==> config.mk <==
export PLATFORM = sky130hd
export DESIGN_NAME = intersection_sensor_flat
export DESIGN_NICKNAME = d
export VERILOG_FILES = /design/src/rtl/intersection_sensor_if.sv /design/src/rtl/intersection_sensor.sv /design/src/flat_wrapper.sv
export SDC_FILE = /design/constraint.sdc
export NUM_CORES = 1
export LEC_CHECK = 0
export ABC_AREA = 1
export CAP_MARGIN = 20
export CORE_AREA = 5 5 76 78
export CTS_BUF_LIST = sky130_fd_sc_hd__clkbuf_8
export CTS_CLUSTER_DIAMETER = 100
export DETAILED_ROUTE_END_ITERATION = 7
export DIE_AREA = 0 0 81 83
export PLACE_DENSITY = 0.6
export SLEW_MARGIN = 25
export SYNTH_ARGS = -nofsm -noshare
export SYNTH_HDL_FRONTEND = slang
export SYNTH_SLANG_ARGS = --single-unit
export TNS_END_PERCENT = 20
==> constraint.sdc <==
create_clock -name clk -period 2.96 [get_ports clk]
set_input_delay 0.296 -clock clk [delete_from_list [all_inputs] [get_ports clk]]
set_output_delay 0.296 -clock clk [all_outputs]
set_load 0.05 [all_outputs]
==> src/rtl/intersection_sensor_if.sv <==
// Detector/controller bundle for intersection_sensor: road-side inputs and light codes in,
// service requests, queue counts and error flag out.
interface intersection_sensor_if #(
  parameter int CNT_W = 4
) ();
  logic             arr1;
  logic             arr2;
  logic             dep1;
  logic             dep2;
  logic [2:0]       light1;
  logic [2:0]       light2;
  logic             S1;
  logic             S2;
  logic [CNT_W-1:0] q1;
  logic [CNT_W-1:0] q2;
  logic             err;

  modport master (
    output arr1, arr2, dep1, dep2, light1, light2,
    input  S1, S2, q1, q2, err
  );

  modport slave (
    input  arr1, arr2, dep1, dep2, light1, light2,
    output S1, S2, q1, q2, err
  );
endinterface

==> src/rtl/intersection_sensor.sv <==
// Two-road vehicle detection front end: debounces arrivals, tracks waiting counts,
// raises S1/S2 service requests and a sticky protocol-error flag.
module intersection_sensor #(
  parameter int CNT_W = 4,
  parameter int DEB   = 3
) (
  input logic                 clk,
  input logic                 rst,
  intersection_sensor_if.slave bus
);

  typedef enum logic [1:0] {IDLE, RISE, HELD} deb_state_t;

  localparam logic [CNT_W-1:0] Q_MAX = '1;
  localparam logic [3:0]       DEB_C = 4'(DEB);
  localparam logic [2:0]       RED   = 3'b100;
  localparam logic [2:0]       YEL   = 3'b010;
  localparam logic [2:0]       GRN   = 3'b001;
  localparam logic [2:0]       DARK  = 3'b000;

  deb_state_t       state [2];
  logic [3:0]       cnt   [2];
  logic [CNT_W-1:0] q     [2];
  logic             s_req [2];
  logic             err_q;

  logic             arr       [2];
  logic             dep       [2];
  logic [2:0]       light     [2];
  logic             qual      [2];
  logic             dep_ok    [2];
  logic             dep_bad   [2];
  logic             underflow [2];
  logic             light_bad [2];
  logic             err_set;

  always_comb begin
    arr[0]   = bus.arr1;
    arr[1]   = bus.arr2;
    dep[0]   = bus.dep1;
    dep[1]   = bus.dep2;
    light[0] = bus.light1;
    light[1] = bus.light2;
    err_set  = 1'b0;
    for (int unsigned i = 0; i < 2; i++) begin
      // Qualification is decided on the same edge that samples the DEB-th high level.
      qual[i]      = arr[i] && (((state[i] == IDLE) && (DEB_C == 4'd1)) ||
                                ((state[i] == RISE) && ((cnt[i] + 4'd1) == DEB_C)));
      dep_ok[i]    = dep[i] && ((light[i] == GRN) || (light[i] == YEL));
      dep_bad[i]   = dep[i] && ((light[i] == RED) || (light[i] == DARK));
      underflow[i] = dep_ok[i] && !qual[i] && (q[i] == '0);
      light_bad[i] = !((light[i] == RED) || (light[i] == YEL) ||
                       (light[i] == GRN) || (light[i] == DARK));
      err_set      = err_set || dep_bad[i] || underflow[i] || light_bad[i];
    end
    err_set = err_set || ((light[0] == GRN) && (light[1] == GRN));
  end

  always_ff @(posedge clk or posedge rst) begin
    if (rst) begin
      for (int unsigned i = 0; i < 2; i++) begin
        state[i] <= IDLE;
        cnt[i]   <= '0;
        q[i]     <= '0;
        s_req[i] <= 1'b0;
      end
      err_q <= 1'b0;
    end else begin
      for (int unsigned i = 0; i < 2; i++) begin
        case (state[i])
          IDLE: begin
            if (arr[i]) begin
              state[i] <= qual[i] ? HELD : RISE;
              cnt[i]   <= qual[i] ? 4'd0 : 4'd1;
            end
          end
          RISE: begin
            if (!arr[i]) begin
              state[i] <= IDLE;
              cnt[i]   <= '0;
            end else if (qual[i]) begin
              state[i] <= HELD;
              cnt[i]   <= '0;
            end else begin
              cnt[i] <= cnt[i] + 4'd1;
            end
          end
          HELD: begin
            if (!arr[i]) state[i] <= IDLE;
          end
          default: begin
            state[i] <= IDLE;
            cnt[i]   <= '0;
          end
        endcase

        if (qual[i] && !dep_ok[i]) begin
          if (q[i] != Q_MAX) q[i] <= q[i] + 1'b1;
        end else if (dep_ok[i] && !qual[i]) begin
          if (q[i] != '0) q[i] <= q[i] - 1'b1;
        end

        s_req[i] <= (q[i] != '0) && (light[i] == RED);
      end
      err_q <= err_q | err_set;
    end
  end

  assign bus.S1  = s_req[0];
  assign bus.S2  = s_req[1];
  assign bus.q1  = q[0];
  assign bus.q2  = q[1];
  assign bus.err = err_q;

endmodule

==> src/flat_wrapper.sv <==
// flat-port wrapper written by rule: the top's interface ports become plain ports
module intersection_sensor_flat 
#(
  parameter int CNT_W = 4,
  parameter int DEB   = 3
)
  (clk, rst, bus_arr1, bus_arr2, bus_dep1, bus_dep2, bus_light1, bus_light2, bus_S1, bus_S2, bus_q1, bus_q2, bus_err);
  intersection_sensor_if #(.CNT_W(CNT_W)) bus_i ();
  input logic clk;
  input logic rst;
  input wire logic [$bits(bus_i.arr1)-1:0] bus_arr1;
  input wire logic [$bits(bus_i.arr2)-1:0] bus_arr2;
  input wire logic [$bits(bus_i.dep1)-1:0] bus_dep1;
  input wire logic [$bits(bus_i.dep2)-1:0] bus_dep2;
  input wire logic [$bits(bus_i.light1)-1:0] bus_light1;
  input wire logic [$bits(bus_i.light2)-1:0] bus_light2;
  output wire logic [$bits(bus_i.S1)-1:0] bus_S1;
  output wire logic [$bits(bus_i.S2)-1:0] bus_S2;
  output wire logic [$bits(bus_i.q1)-1:0] bus_q1;
  output wire logic [$bits(bus_i.q2)-1:0] bus_q2;
  output wire logic [$bits(bus_i.err)-1:0] bus_err;
  assign bus_i.arr1 = bus_arr1;
  assign bus_i.arr2 = bus_arr2;
  assign bus_i.dep1 = bus_dep1;
  assign bus_i.dep2 = bus_dep2;
  assign bus_i.light1 = bus_light1;
  assign bus_i.light2 = bus_light2;
  assign bus_S1 = bus_i.S1;
  assign bus_S2 = bus_i.S2;
  assign bus_q1 = bus_i.q1;
  assign bus_q2 = bus_i.q2;
  assign bus_err = bus_i.err;
  intersection_sensor #(.CNT_W(CNT_W), .DEB(DEB)) u_core (.clk(clk), .rst(rst), .bus(bus_i));
endmodule
# After elaboration in Yosys (flattened, before gate mapping)
# Index checks and enable logic that the tools add are counted.
# classes
add_sub_neg	6
eq_ne	22
n_mux	30
bitwise	3
n_reduce_logical	57
# ops
operator	n
2-to-1 mux 4 bit	14
case mux 4 bit (3 select lines)	2
2-to-1 mux 2 bit	10
logical AND 1 bit	17
adder 4 x 1 -> 4 bit (second input constant)	4
logical OR 1 bit	16
inequality test 2 bit (second input constant)	6
case mux 2 bit (3 select lines)	2
AND reduction 3 bit	4
== test 4 x 2 -> 1 bit (second input constant)	2
zero test 4 bit	2
inequality test 4 bit (second input constant)	2
nonzero test 2 bit	4
nonzero test 4 bit	2
subtractor 4 x 1 -> 4 bit (second input constant)	2
== test 3 x 1 -> 1 bit (second input constant)	2
== test 3 x 2 -> 1 bit (second input constant)	2
== test 3 bit (second input constant)	2
zero test 1 bit	6
zero test 3 bit	2
inequality test 3 x 2 -> 1 bit (second input constant)	2
== test 2 x 1 -> 1 bit (second input constant)	2
== test 2 bit (second input constant)	2
zero test 2 bit	2
4 further kinds	7
# totals
register_bits	23
out_inout_bits	11
word_cells	127

# Longest topological paths before layout
# Gate-level depths: netlist of the first run.
# depth
word_depth	14
mapped_depth	17

# Worst setup path before layout of the first run
# OpenSTA, ideal clock, no wires.
# synth_timing
path_kind	register to register
startpoint	register u_core.cnt[0] (netlist name)
endpoint	register u_core.q, in the netlist u_core.bus.q2[3]
t_arrival_ns	1.945
required_ns	2.840
slack_ns	0.896
path_stages_with_launch	15
n_path_buf	0
period_less_slack_ns	2.064
cell_sequence	dfrtp_1 -> ha_1 -> nand2_1 -> nand2_1 -> nor2_4 -> nand3_1 -> ha_1 -> nand2_1 -> nand2_1 -> nor2_1 -> nand4_1 -> nand2_1 -> clkinv_1 -> nand3_1 -> nand2_1
# synth_between
elab_chain_cells	8
elab_cells_between_ends	12
classes_between	add/sub: 1; eq/ne: 2; mux: 1; reduce/logical: 8
# synth_rtl
element	line	rtl
from (decl)	intersection_sensor.sv:22	logic [3:0] cnt [2];
from (signal, indexed assignment)	intersection_sensor.sv:74	cnt[i] <= qual[i] ? 4'd0 : 4'd1;
from (signal, indexed assignment)	intersection_sensor.sv:85	cnt[i] <= cnt[i] + 4'd1;
adder 4 x 1 -> 4 bit (*)	intersection_sensor.sv:48	((state[i] == RISE) && ((cnt[i] + 4'd1) == DEB_C)));
== test 4 x 2 -> 1 bit (*)	intersection_sensor.sv:48	
logical AND 1 bit (*)	intersection_sensor.sv:48	
logical AND 1 bit (*)	intersection_sensor.sv:47	qual[i] = arr[i] && (((state[i] == IDLE) && (DEB_C == 4'd1)) ||
zero test 1 bit	intersection_sensor.sv:99	end else if (dep_ok[i] && !qual[i]) begin
logical AND 1 bit	intersection_sensor.sv:99	
nonzero test 2 bit (no line)	n/a	
AND reduction 3 bit (no line)	n/a	
to (signal, indexed assignment)	intersection_sensor.sv:64	q[i] <= '0;
to (decl)	intersection_sensor.sv:23	logic [CNT_W-1:0] q [2];
# Mark *: on every way between the ends. The rest lies on a longest branch, timed or not.
# A chain may end at the register's enable or synchronous reset.

# Worst setup path after layout of the first run
# Ends and elaborated chain as after synthesis.

==> impl_metrics.xml, run 1 <==
<?xml version="1.0" encoding="UTF-8"?>
<metrics>
  <group name="power_and_ir_drop">
    <metric name="pwr-share-clk" unit="">0.140</metric>
    <metric name="post-layout-total-power" unit="µW">1460</metric>
    <metric name="power-per-cell-area" unit="nW/µm²">801</metric>
    <metric name="power.sequential.fraction" unit="">0.346</metric>
    <metric name="power.share.combinational" unit="">0.514</metric>
    <metric name="fraction_of_power_spent_switching_nets" unit="">0.479</metric>
    <metric name="power.ir.vdd_worst" unit="µV">511</metric>
    <metric name="power.switching" unit="µW">698</metric>
    <metric name="total_leakage_power" unit="µW">0.000873</metric>
    <metric name="cellInternalPower" unit="µW">758</metric>
  </group>
  <group name="sta">
    <metric name="tightest_slew" unit="ns">0.853</metric>
    <metric name="fin_setup_tns" unit="ns">0</metric>
    <metric name="timing.final.crit_share" unit="">0.770</metric>
    <metric name="timing.fmax" unit="GHz">0.439</metric>
    <metric name="report.final.setup_viol" unit="">0</metric>
    <metric name="rsz0062_at_grt" unit="">false</metric>
    <metric name="timing.slew.headroom" unit="">0.428</metric>
    <metric name="final-max-slew-violation-count" unit="">0</metric>
    <metric name="finalHoldViolations" unit="">0</metric>
    <metric name="period_minus_slack" unit="ns">2.28</metric>
    <metric name="finClkSkew" unit="ns">0.00191</metric>
  </group>
  <group name="yosys">
    <metric name="syn_avg_cell_area" unit="µm²">7.66</metric>
    <metric name="synth.lib_cells_used.distinct" unit="">22</metric>
    <metric name="synthesis.instances" unit="">191</metric>
    <metric name="synth_area" unit="µm²">1460</metric>
    <metric name="seq_area_frac_synth" unit="">0.393</metric>
    <metric name="synth-seq-cells" unit="">23</metric>
    <metric name="syn_nets" unit="">213</metric>
    <metric name="yosysWarnings" unit="">0</metric>
  </group>
  <group name="global_route">
    <metric name="grt_total_ovfl" unit="">0</metric>
    <metric name="grt.total_usage" unit="">0.0931</metric>
    <metric name="maximum_number_of_pins_on_one_net_before_global_route_repair" unit="">24</metric>
    <metric name="initial_antenna_violation_count" unit="">0</metric>
    <metric name="vias_in_the_first_global_route" unit="">1237</metric>
    <metric name="grt_pass1_wl" unit="µm">5180</metric>
  </group>
  <group name="setup_path">
    <metric name="crit_path_start_kind" unit="">register</metric>
    <metric name="cell_at_the_slowest_stage_of_the_critical_path" unit="">sky130_fd_sc_hd__dfrtp_1</metric>
    <metric name="cpPeakStageDelay" unit="ns">0.44</metric>
    <metric name="timing.critical_path.buf_inv" unit="">1</metric>
    <metric name="timing.reg2reg.setup_slack" unit="ns">0.68</metric>
    <metric name="worstPathCellList" unit="">ha_1 -&gt; nand2_1 -&gt; nand2_1 -&gt; nor2_4 -&gt; nand3_1 -&gt; ha_1 -&gt; nand2_1 -&gt; nand2_1 -&gt; nor2_1 -&gt; nand4_1 -&gt; nand2_1 -&gt; clkinv_1 -&gt; nand3_1 -&gt; nand2_1</metric>
    <metric name="critPathTopFamily" unit="">simple AND/OR/NAND/NOR gates</metric>
    <metric name="worst_setup_path_end_kind" unit="">register</metric>
    <metric name="timing.critical_path.required" unit="ns">3.13</metric>
    <metric name="cp_max_fo" unit="">5</metric>
    <metric name="worst-setup-path-type" unit="">reg2reg</metric>
    <metric name="critPathArrivalTime" unit="ns">2.45</metric>
    <metric name="critical-path-top-cell-by-count" unit="">sky130_fd_sc_hd__nand2_1</metric>
  </group>
  <group name="clock_network">
    <metric name="numClockSinks" unit="">23</metric>
    <metric name="tritoncts" unit="">built</metric>
    <metric name="numCtsBuffers" unit="">3</metric>
    <metric name="h-tree-depth" unit="">1</metric>
    <metric name="cts_repair_resize_count" unit="">0</metric>
    <metric name="insertion_delay" unit="ns">0.27</metric>
    <metric name="clock-root-buffer" unit="">sky130_fd_sc_hd__clkbuf_8</metric>
    <metric name="cts_setup_buffers" unit="">0</metric>
    <metric name="cts.clk_slew.worst_paths" unit="ns">0.09</metric>
    <metric name="cts.path.max_buffers" unit="">2</metric>
    <metric name="cts.hold.buffers_added" unit="">0</metric>
  </group>
  <group name="drt">
    <metric name="detailroute.via_count" unit="">1314</metric>
    <metric name="detailedRoute.firstIterationViolations" unit="">76</metric>
    <metric name="drcViolationCount" unit="">0</metric>
    <metric name="detailedRoute.firstPassIterationCount" unit="">4</metric>
    <metric name="vias_per_cell" unit="">4.58</metric>
    <metric name="postRouteWirelength" unit="µm">3040</metric>
    <metric name="wl_per_cell" unit="µm">10.6</metric>
    <metric name="post_route_ant_nets" unit="">0</metric>
  </group>
  <group name="flow_run">
    <metric name="maxCapViolations" unit="">0</metric>
  </group>
  <group name="finish">
    <metric name="finish.utilization" unit="">0.363</metric>
    <metric name="final_common_cell" unit="">sky130_fd_sc_hd__nand2_1</metric>
    <metric name="layout_common_cells" unit="">42 x sky130_fd_sc_hd__nand2_1, 31 x sky130_fd_sc_hd__inv_1, 23 x sky130_fd_sc_hd__dfrtp_1</metric>
    <metric name="layout.nets" unit="">240</metric>
    <metric name="final.fill_count" unit="">530</metric>
    <metric name="layout-area-overhead-vs-synth" unit="%">24.2</metric>
    <metric name="drive_gt1_frac" unit="">0.0737</metric>
    <metric name="antenna_cells_inserted" unit="">0</metric>
  </group>
  <group name="run_status">
    <metric name="outcome" unit="">finished clean</metric>
  </group>
  <group name="floorplan">
    <metric name="fp.dieW" unit="µm">81</metric>
    <metric name="ios" unit="">23</metric>
    <metric name="floorplan.initialDensity" unit="">0.292</metric>
    <metric name="area_of_the_placeable_core" unit="µm²">5010</metric>
    <metric name="rows" unit="">26</metric>
    <metric name="dieArea" unit="µm²">6720</metric>
    <metric name="vertical_extent_of_the_die" unit="µm">83</metric>
  </group>
  <group name="placement">
    <metric name="numPortBuffers" unit="">22</metric>
    <metric name="gp_congestion" unit="">0.866</metric>
    <metric name="dpl.hpwl" unit="µm">2410</metric>
  </group>
  <group name="worst_hold_path">
    <metric name="hold_path_class" unit="">in2async</metric>
  </group>
</metrics>
==> per-layer routing <==
| metal | global-route usage | wire length, µm | vias to the layer above |
|---|---|---|---|
| li1 | - | - | 669 |
| met2 | 0.155 | 1430 | 27 |
| met1 | 0.122 | 1410 | 614 |
| met4 | 0.0169 | 31 | 0 |
| met3 | 0.0227 | 169 | 4 |
| met5 | 0 | 0 | - |
==> final timing paths <==
path | to | cells after the start | from
setup / recovery | u_core.bus.q2[3] | 14 | u_core.cnt[0]
hold / removal | u_core.state[3] | 2 | rst
setup reg to reg | u_core.bus.q2[3] | 14 | u_core.cnt[0]
hold reg to reg | u_core.state[1] | 1 | u_core.state[0]
max in group asynchronous | u_core.state[1] | 2 | rst
min in group clk | u_core.state[1] | 1 | u_core.state[0]
==> cell type report <==
type                    count  area (µm²)  area share
clock buffers               3        41.3      0.0227
clock inverters             1        5.00     0.00275
inverters                  36         135      0.0744
multi-input cells         132         752       0.414
flip-flops and latches     23         576       0.317
well taps                  70        87.6      0.0482
repair buffers             22         220       0.121
==> worst register-to-register path, stage by stage, from the launching register on <==
cell                       delay, ns
sky130_fd_sc_hd__dfrtp_1        0.44
sky130_fd_sc_hd__ha_1           0.23
sky130_fd_sc_hd__nand2_1        0.07
sky130_fd_sc_hd__nand2_1        0.10
sky130_fd_sc_hd__nor2_4         0.18
sky130_fd_sc_hd__nand3_1        0.18
sky130_fd_sc_hd__ha_1           0.37
sky130_fd_sc_hd__nand2_1        0.08
sky130_fd_sc_hd__nand2_1        0.04
sky130_fd_sc_hd__nor2_1         0.12
sky130_fd_sc_hd__nand4_1        0.10
sky130_fd_sc_hd__nand2_1        0.08
sky130_fd_sc_hd__clkinv_1       0.07
sky130_fd_sc_hd__nand3_1        0.06
sky130_fd_sc_hd__nand2_1        0.05
==> power by group through the flow <==
stage / registers, µW / logic, µW / clock network, µW
after floorplan: 684 / 353 / 0
after global placement: 511 / 744 / 0
after detailed placement: 511 / 752 / 0
after CTS: 505 / 756 / 212
after global routing: 520 / 835 / 223
final: 504 / 748 / 204
==> stage by stage <==
stage	hold slack (ns)	area, µm²	worst slack, ns	std cells
4_1_cts	0.508	1820	0.656	287
5_1_grt	0.484	1820	0.448	287
2_1_floorplan	0.298	1460	0.896	191
6_report	0.401	1820	0.681	287
3_3_place_gp	0.490	1770	0.463	283
3_5_place_dp	0.496	1770	0.447	283
==> cells in the mapped netlist <==
| library cell | n | area, µm² |
|---|---|---|
| sky130_fd_sc_hd__nand2_1 | 42 | 158 |
| sky130_fd_sc_hd__inv_1 | 32 | 120 |
| sky130_fd_sc_hd__dfrtp_1 | 23 | 576 |
| sky130_fd_sc_hd__nand3_1 | 16 | 80.1 |
| sky130_fd_sc_hd__nor2_1 | 16 | 60.1 |
| sky130_fd_sc_hd__nand4_1 | 12 | 75.1 |
| sky130_fd_sc_hd__ha_1 | 8 | 100 |
| sky130_fd_sc_hd__nand2_2 | 6 | 37.5 |
| sky130_fd_sc_hd__o21ai_0 | 6 | 30.0 |
| sky130_fd_sc_hd__o21ai_1 | 6 | 30.0 |
| sky130_fd_sc_hd__a21oi_1 | 5 | 25.0 |
| sky130_fd_sc_hd__xor2_1 | 4 | 35.0 |
| sky130_fd_sc_hd__clkinv_1 | 2 | 7.51 |
| sky130_fd_sc_hd__fa_1 | 2 | 40.0 |
| sky130_fd_sc_hd__inv_2 | 2 | 7.51 |
| sky130_fd_sc_hd__nor2_4 | 2 | 22.5 |
| sky130_fd_sc_hd__o211ai_1 | 2 | 15.0 |
| sky130_fd_sc_hd__nand3_2 | 1 | 10.0 |
| sky130_fd_sc_hd__nand4_2 | 1 | 12.5 |
| sky130_fd_sc_hd__o21bai_1 | 1 | 7.51 |
| sky130_fd_sc_hd__o22ai_1 | 1 | 6.26 |
| sky130_fd_sc_hd__o31ai_1 | 1 | 7.51 |
==> state kept, by name, summed over array words and instances, names as in the netlist <==
name and count:
u_core.bus.S1 1, u_core.bus.q2 4, u_core.state 4, u_core.bus.err 1, u_core.bus.S2 1, u_core.bus.q1 4
u_core.cnt 8
==> cell families (layout without fill, tap and decap cells) <==
family,count (synthesis),after routing,synth area share
AOI/OAI and AO/OA,22,22,0.0830
DFF,23,23,0.393
and+or+nand+nor,96,96,0.311
adders and majority gates,10,10,0.0958
buffers and inverters,36,62,0.0924
xor gates and xnor gates,4,4,0.0239
(Power assumes the default switching activity.)
==> inputs of run 2 (changes only) <==
- PLACE_DENSITY: 0.6 -> 0.62
- clock period: 2.96 -> 2 ns (I/O delays scaled with it)
==> impl_metrics.xml, run 2 (synthesized netlist as in run 1, its figures left out) <==
<?xml version="1.0" encoding="UTF-8"?>
<metrics>
  <group name="flow_run">
    <metric name="maxCapViolations" unit="">0</metric>
  </group>
  <group name="floorplan">
    <metric name="fp.dieW" unit="µm">81</metric>
    <metric name="area_of_the_placeable_core" unit="µm²">5010</metric>
    <metric name="vertical_extent_of_the_die" unit="µm">83</metric>
    <metric name="dieArea" unit="µm²">6720</metric>
    <metric name="ios" unit="">23</metric>
    <metric name="floorplan.initialDensity" unit="">0.292</metric>
    <metric name="rows" unit="">26</metric>
  </group>
  <group name="finish">
    <metric name="drive_gt1_frac" unit="">0.255</metric>
    <metric name="antenna_cells_inserted" unit="">0</metric>
    <metric name="registers.top_by_ff_count" unit="">u_core.cnt</metric>
    <metric name="largest_register_ffs" unit="">8</metric>
    <metric name="final_common_cell" unit="">sky130_fd_sc_hd__nand2_1</metric>
    <metric name="layout-area-overhead-vs-synth" unit="%">45.7</metric>
    <metric name="layout.nets" unit="">266</metric>
    <metric name="layout_common_cells" unit="">39 x sky130_fd_sc_hd__nand2_1, 31 x sky130_fd_sc_hd__inv_1, 26 x sky130_fd_sc_hd__buf_4</metric>
  </group>
  <group name="setup_path">
    <metric name="critPathArrivalTime" unit="ns">2.15</metric>
    <metric name="worst-setup-path-type" unit="">reg2reg</metric>
    <metric name="crit_path_start_kind" unit="">register</metric>
    <metric name="worst_setup_path_end_kind" unit="">register</metric>
    <metric name="timing.reg2reg.setup_slack" unit="ns">0.02</metric>
    <metric name="cp_max_fo" unit="">4</metric>
    <metric name="timing.critical_path.required" unit="ns">2.17</metric>
    <metric name="worst-r2r-cell-count" unit="">15</metric>
  </group>
  <group name="global_route">
    <metric name="grt.total_usage" unit="">0.103</metric>
    <metric name="global_route.usage.met1" unit="">0.142</metric>
    <metric name="grt_pass1_wl" unit="µm">5690</metric>
    <metric name="maximum_number_of_pins_on_one_net_before_global_route_repair" unit="">24</metric>
    <metric name="grt-busiest-layer" unit="">met2</metric>
    <metric name="initial_antenna_violation_count" unit="">0</metric>
    <metric name="global_route.usage.met2" unit="">0.161</metric>
    <metric name="gr-usage-met3" unit="">0.0325</metric>
    <metric name="vias_in_the_first_global_route" unit="">1308</metric>
    <metric name="grt_total_ovfl" unit="">0</metric>
  </group>
  <group name="clock_network">
    <metric name="numClockSinks" unit="">23</metric>
    <metric name="clock-root-buffer" unit="">sky130_fd_sc_hd__clkbuf_8</metric>
    <metric name="tritoncts" unit="">built</metric>
    <metric name="numCtsBuffers" unit="">3</metric>
    <metric name="h-tree-depth" unit="">1</metric>
    <metric name="insertion_delay" unit="ns">0.27</metric>
    <metric name="cts.path.max_buffers" unit="">2</metric>
    <metric name="cts.clk_slew.worst_paths" unit="ns">0.09</metric>
  </group>
  <group name="worst_hold_path">
    <metric name="hold_path_class" unit="">in2async</metric>
  </group>
  <group name="power_and_ir_drop">
    <metric name="power-per-cell-area" unit="nW/µm²">1150</metric>
    <metric name="power.ir.vdd_worst" unit="µV">771</metric>
    <metric name="total_leakage_power" unit="µW">0.000997</metric>
  </group>
  <group name="sta">
    <metric name="rsz0062_at_grt" unit="">true</metric>
    <metric name="period_minus_slack" unit="ns">1.98</metric>
    <metric name="report.final.setup_viol" unit="">0</metric>
    <metric name="finClkSkew" unit="ns">0.00645</metric>
    <metric name="timing.final.crit_share" unit="">0.990</metric>
    <metric name="final-max-slew-violation-count" unit="">0</metric>
    <metric name="timing.fmax" unit="GHz">0.505</metric>
    <metric name="finalHoldViolations" unit="">0</metric>
    <metric name="holdWs" unit="ns">0.267</metric>
    <metric name="tightest_slew" unit="ns">0.506</metric>
    <metric name="timing.slew.headroom" unit="">0.662</metric>
    <metric name="fin_setup_tns" unit="ns">0</metric>
  </group>
  <group name="drt">
    <metric name="drcViolationCount" unit="">0</metric>
    <metric name="wl_per_cell" unit="µm">10.8</metric>
    <metric name="detailedRoute.firstIterationViolations" unit="">51</metric>
    <metric name="post_route_ant_nets" unit="">0</metric>
    <metric name="detailedRoute.firstPassIterationCount" unit="">4</metric>
    <metric name="detailroute.via_count" unit="">1384</metric>
    <metric name="vias_per_cell" unit="">4.42</metric>
    <metric name="postRouteWirelength" unit="µm">3400</metric>
  </group>
  <group name="placement">
    <metric name="gp_congestion" unit="">0.823</metric>
    <metric name="dpl.hpwl" unit="µm">2510</metric>
    <metric name="numPortBuffers" unit="">22</metric>
  </group>
  <group name="run_status">
    <metric name="outcome" unit="">finished clean</metric>
  </group>
</metrics>
==> run 2: final cells by class <==
cell class	count	area, µm²
clock buffers	3	41.3
clock inverters	1	3.75
flip-flops and latches	23	577
well taps	70	87.6
repair buffers	48	415
fillers	518	2880
inverters	36	135
multi-input cells	132	871
==> run 2: path summary, 6_finish.rpt <==
path                                      start                to
min in group clk                  bus_light1[2]     u_core.bus.S1
worst min-delay path                        rst     u_core.cnt[4]
worst min register to register  u_core.state[3]   u_core.state[3]
worst max register to register    u_core.cnt[1]  u_core.bus.q2[3]
max in group asynchronous                   rst     u_core.cnt[1]
worst max-delay path              u_core.cnt[1]  u_core.bus.q2[3]
==> run 2: routing by layer <==
metal | routed length (µm) | share of wire
met2 | 1640 | 0.48
met3 | 157 | 0.046
met4 | 14 | 0.0041
met1 | 1580 | 0.47
met5 | 0 | 0
==> run 2: critical path, stage by stage, from the launching register on <==
cell,delay (ns)
sky130_fd_sc_hd__dfrtp_2,0.45
sky130_fd_sc_hd__ha_2,0.20
sky130_fd_sc_hd__nand2_1,0.08
sky130_fd_sc_hd__nand2_2,0.08
sky130_fd_sc_hd__nor2_4,0.12
sky130_fd_sc_hd__nand3_4,0.13
sky130_fd_sc_hd__ha_4,0.30
sky130_fd_sc_hd__nand2_2,0.05
sky130_fd_sc_hd__nor2_1,0.10
sky130_fd_sc_hd__nor2_2,0.06
sky130_fd_sc_hd__nand4_1,0.06
sky130_fd_sc_hd__nand2_1,0.06
sky130_fd_sc_hd__inv_2,0.06
sky130_fd_sc_hd__nand2_2,0.04
sky130_fd_sc_hd__nand2_1,0.05
sky130_fd_sc_hd__nand2_1,0.05
==> run 2: repair_timing <==
item                                    CTS  global route
gates resized for setup                   6            17
endpoints found under the setup margin    2             5
pin swaps                                 3            12
hold endpoints to repair                  0             0
hold buffers                              0             0
buffers inserted                          2             3
==> run 2: report_power, final <==
part | switching, µW | internal (µW)
registers | 190 | 586
clock network | 159 | 138
logic | 789 | 587
==> run 2: metrics by stage <==
| stage | util | instances | setup slack [ns] | total power [µW] | area, µm² |
|---|---|---|---|---|---|
| 2_1_floorplan | - | 191 | -0.0198 | 1540 | 1470 |
| 3_3_place_gp | 0.387 | 304 | -0.164 | 1940 | 1940 |
| 3_5_place_dp | 0.387 | 304 | -0.187 | 1950 | 1940 |
| 4_1_cts | 0.409 | 310 | -0.0242 | 2310 | 2050 |
| 5_1_grt | 0.425 | 313 | -0.160 | 2660 | 2130 |
| 6_report | 0.425 | 313 | 0.0209 | 2450 | 2130 |
==> inputs of run 3 (changes only) <==
- CORE_AREA: 5 5 76 78 -> 5 5 61 63
- DIE_AREA: 0 0 81 83 -> 0 0 66 68
- PLACE_DENSITY: 0.62 -> 0.86
==> impl_metrics.xml, run 3 (synthesized netlist as in run 1, its figures left out) <==
<?xml version="1.0" encoding="UTF-8"?>
<metrics>
  <group name="clock_network">
    <metric name="insertion_delay" unit="ns">0.26</metric>
    <metric name="tritoncts" unit="">built</metric>
    <metric name="cts.hold.buffers_added" unit="">0</metric>
    <metric name="h-tree-depth" unit="">1</metric>
    <metric name="cts.clk_slew.worst_paths" unit="ns">0.08</metric>
    <metric name="numCtsBuffers" unit="">3</metric>
    <metric name="cts.path.max_buffers" unit="">2</metric>
    <metric name="numClockSinks" unit="">23</metric>
    <metric name="clock-root-buffer" unit="">sky130_fd_sc_hd__clkbuf_8</metric>
  </group>
  <group name="finish">
    <metric name="largest_register_ffs" unit="">8</metric>
    <metric name="registers.top_by_ff_count" unit="">u_core.cnt</metric>
    <metric name="antenna_cells_inserted" unit="">0</metric>
    <metric name="layout-area-overhead-vs-synth" unit="%">44.1</metric>
    <metric name="layout_common_cells" unit="">33 x sky130_fd_sc_hd__nand2_1, 31 x sky130_fd_sc_hd__inv_1, 23 x sky130_fd_sc_hd__buf_4</metric>
    <metric name="finish.utilization" unit="">0.663</metric>
    <metric name="final_common_cell" unit="">sky130_fd_sc_hd__nand2_1</metric>
    <metric name="layout.nets" unit="">263</metric>
    <metric name="drive_gt1_frac" unit="">0.288</metric>
    <metric name="post_layout_nonfiller_instances" unit="">286</metric>
  </group>
  <group name="sta">
    <metric name="rsz0062_at_grt" unit="">true</metric>
    <metric name="timing.final.crit_share" unit="">1.03</metric>
    <metric name="finalHoldViolations" unit="">0</metric>
    <metric name="final.setup.worst_slack" unit="ns">-0.0591</metric>
    <metric name="timing.slew.headroom" unit="">0.662</metric>
    <metric name="tightest_slew" unit="ns">0.505</metric>
    <metric name="finClkSkew" unit="ns">0.00268</metric>
    <metric name="final-max-slew-violation-count" unit="">0</metric>
    <metric name="timing.fmax" unit="GHz">0.486</metric>
    <metric name="report.final.setup_viol" unit="">2</metric>
    <metric name="period_minus_slack" unit="ns">2.06</metric>
  </group>
  <group name="power_and_ir_drop">
    <metric name="power.share.combinational" unit="">0.573</metric>
    <metric name="total_leakage_power" unit="µW">0.000985</metric>
    <metric name="power.ir.vdd_worst" unit="µV">752</metric>
    <metric name="power.sequential.fraction" unit="">0.312</metric>
    <metric name="power.switching" unit="µW">1180</metric>
    <metric name="pwr-share-clk" unit="">0.114</metric>
    <metric name="power-per-cell-area" unit="nW/µm²">1180</metric>
    <metric name="fraction_of_power_spent_switching_nets" unit="">0.474</metric>
    <metric name="cellInternalPower" unit="µW">1310</metric>
    <metric name="post-layout-total-power" unit="µW">2480</metric>
  </group>
  <group name="placement">
    <metric name="dpl.hpwl" unit="µm">2620</metric>
    <metric name="pre_cts_slack" unit="ns">-0.177</metric>
    <metric name="numPortBuffers" unit="">22</metric>
    <metric name="gp_congestion" unit="">0.886</metric>
    <metric name="post-place-cells" unit="">279</metric>
  </group>
  <group name="setup_path">
    <metric name="worstPathCellList" unit="">ha_4 -&gt; nand2_1 -&gt; nand2_2 -&gt; nor2_4 -&gt; nand3_4 -&gt; ha_4 -&gt; nand2_2 -&gt; nor2_2 -&gt; nor2_2 -&gt; inv_1 -&gt; nand2_1 -&gt; nand2_1 -&gt; clkinv_2 -&gt; nand3_1 -&gt; nand2_1</metric>
    <metric name="cell_at_the_slowest_stage_of_the_critical_path" unit="">sky130_fd_sc_hd__dfrtp_2</metric>
    <metric name="critPathArrivalTime" unit="ns">2.22</metric>
    <metric name="worst-setup-path-type" unit="">reg2reg</metric>
    <metric name="cp_max_fo" unit="">4</metric>
    <metric name="timing.reg2reg.setup_slack" unit="ns">-0.06</metric>
    <metric name="timing.critical_path.required" unit="ns">2.16</metric>
    <metric name="crit_path_start_kind" unit="">register</metric>
    <metric name="worst_setup_path_end_kind" unit="">register</metric>
    <metric name="cpPeakStageDelay" unit="ns">0.47</metric>
    <metric name="critical-path-top-cell-by-count" unit="">sky130_fd_sc_hd__nand2_1</metric>
  </group>
  <group name="floorplan">
    <metric name="dieArea" unit="µm²">4490</metric>
    <metric name="area_of_the_placeable_core" unit="µm²">3180</metric>
    <metric name="rows" unit="">21</metric>
    <metric name="fp.dieW" unit="µm">66</metric>
    <metric name="floorplan.initialDensity" unit="">0.460</metric>
    <metric name="ios" unit="">23</metric>
    <metric name="vertical_extent_of_the_die" unit="µm">68</metric>
  </group>
  <group name="drt">
    <metric name="postRouteWirelength" unit="µm">3570</metric>
    <metric name="detailedRoute.firstPassIterationCount" unit="">4</metric>
    <metric name="drcViolationCount" unit="">0</metric>
    <metric name="post_route_ant_nets" unit="">0</metric>
    <metric name="detailroute.via_count" unit="">1428</metric>
    <metric name="wl_per_cell" unit="µm">12.5</metric>
    <metric name="detailedRoute.firstIterationViolations" unit="">69</metric>
    <metric name="vias_per_cell" unit="">4.99</metric>
  </group>
  <group name="run_status">
    <metric name="outcome" unit="">finished, violations left</metric>
    <metric name="violations" unit="">negative setup slack</metric>
  </group>
  <group name="global_route">
    <metric name="grt.total_usage" unit="">0.172</metric>
    <metric name="maximum_number_of_pins_on_one_net_before_global_route_repair" unit="">24</metric>
    <metric name="vias_in_the_first_global_route" unit="">1505</metric>
    <metric name="grt_total_ovfl" unit="">0</metric>
    <metric name="grt_pass1_wl" unit="µm">6050</metric>
    <metric name="initial_antenna_violation_count" unit="">0</metric>
  </group>
  <group name="worst_hold_path">
    <metric name="hold_path_class" unit="">in2async</metric>
  </group>
  <group name="flow_run">
    <metric name="maxCapViolations" unit="">0</metric>
  </group>
</metrics>
## run 3: power groups by stage
stage	registers, µW	clock network (µW)	logic, µW
CTS	758	294	1300
floorplan	1010	0	523
global route	799	310	1570
detailed placement	752	0	1210
global placement	744	0	1170
finish	775	284	1420
## run 3: critical path: cells and delay by family, from the launching register on
kind,cells,cell delay (ns)
buf+inv,2,0.14
flops,1,0.47
simple gates,11,0.89
fa+ha+maj,2,0.48
## run 3: stage by stage
| stage | area [µm²] | hold WS, ns | setup TNS, ns |
|---|---|---|---|
| 2_1_floorplan | 1470 | 0.202 | -0.0198 |
| 3_3_place_gp | 1900 | 0.487 | -0.201 |
| 5_1_grt | 2110 | 0.326 | -0.466 |
| 6_report | 2110 | 0.274 | -0.0937 |
| 4_1_cts | 2030 | 0.283 | -0.0184 |
| 3_5_place_dp | 1900 | 0.502 | -0.374 |
## run 3: cell type report
type / instances / area [µm²]
flip-flops and latches: 23 / 578
inverters: 36 / 136
repair buffers: 45 / 393
clock buffers: 3 / 41.3
fillers: 237 / 1070
clock inverters: 1 / 3.75
well taps: 46 / 57.6
multi-input cells: 132 / 897
## run 3: worst paths after layout
path	startpoint	to	depth (start not counted)
worst max-delay path	u_core.cnt[5]	u_core.bus.q1[3]	15
min in group clk	bus_light2[2]	u_core.bus.S2	3
worst min-delay path	rst	u_core.bus.q1[1]	3
max in group asynchronous	rst	u_core.cnt[5]	3
worst max register to register	u_core.cnt[5]	u_core.bus.q1[3]	15
worst min register to register	u_core.state[3]	u_core.state[3]	2
## run 3: repair_timing
action,CTS,global route
endpoints found under the setup margin,2,5
buffers inserted,2,1
pin swaps,10,19
gates resized for setup,13,20
## run 3: per-layer routing
metal	track usage	vias to the layer above	wire, µm
li1	-	718	-
met1	0.187	683	1470
met2	0.339	21	1960
met3	0.0230	6	89
met4	0.0609	0	47
met5	0	-	0
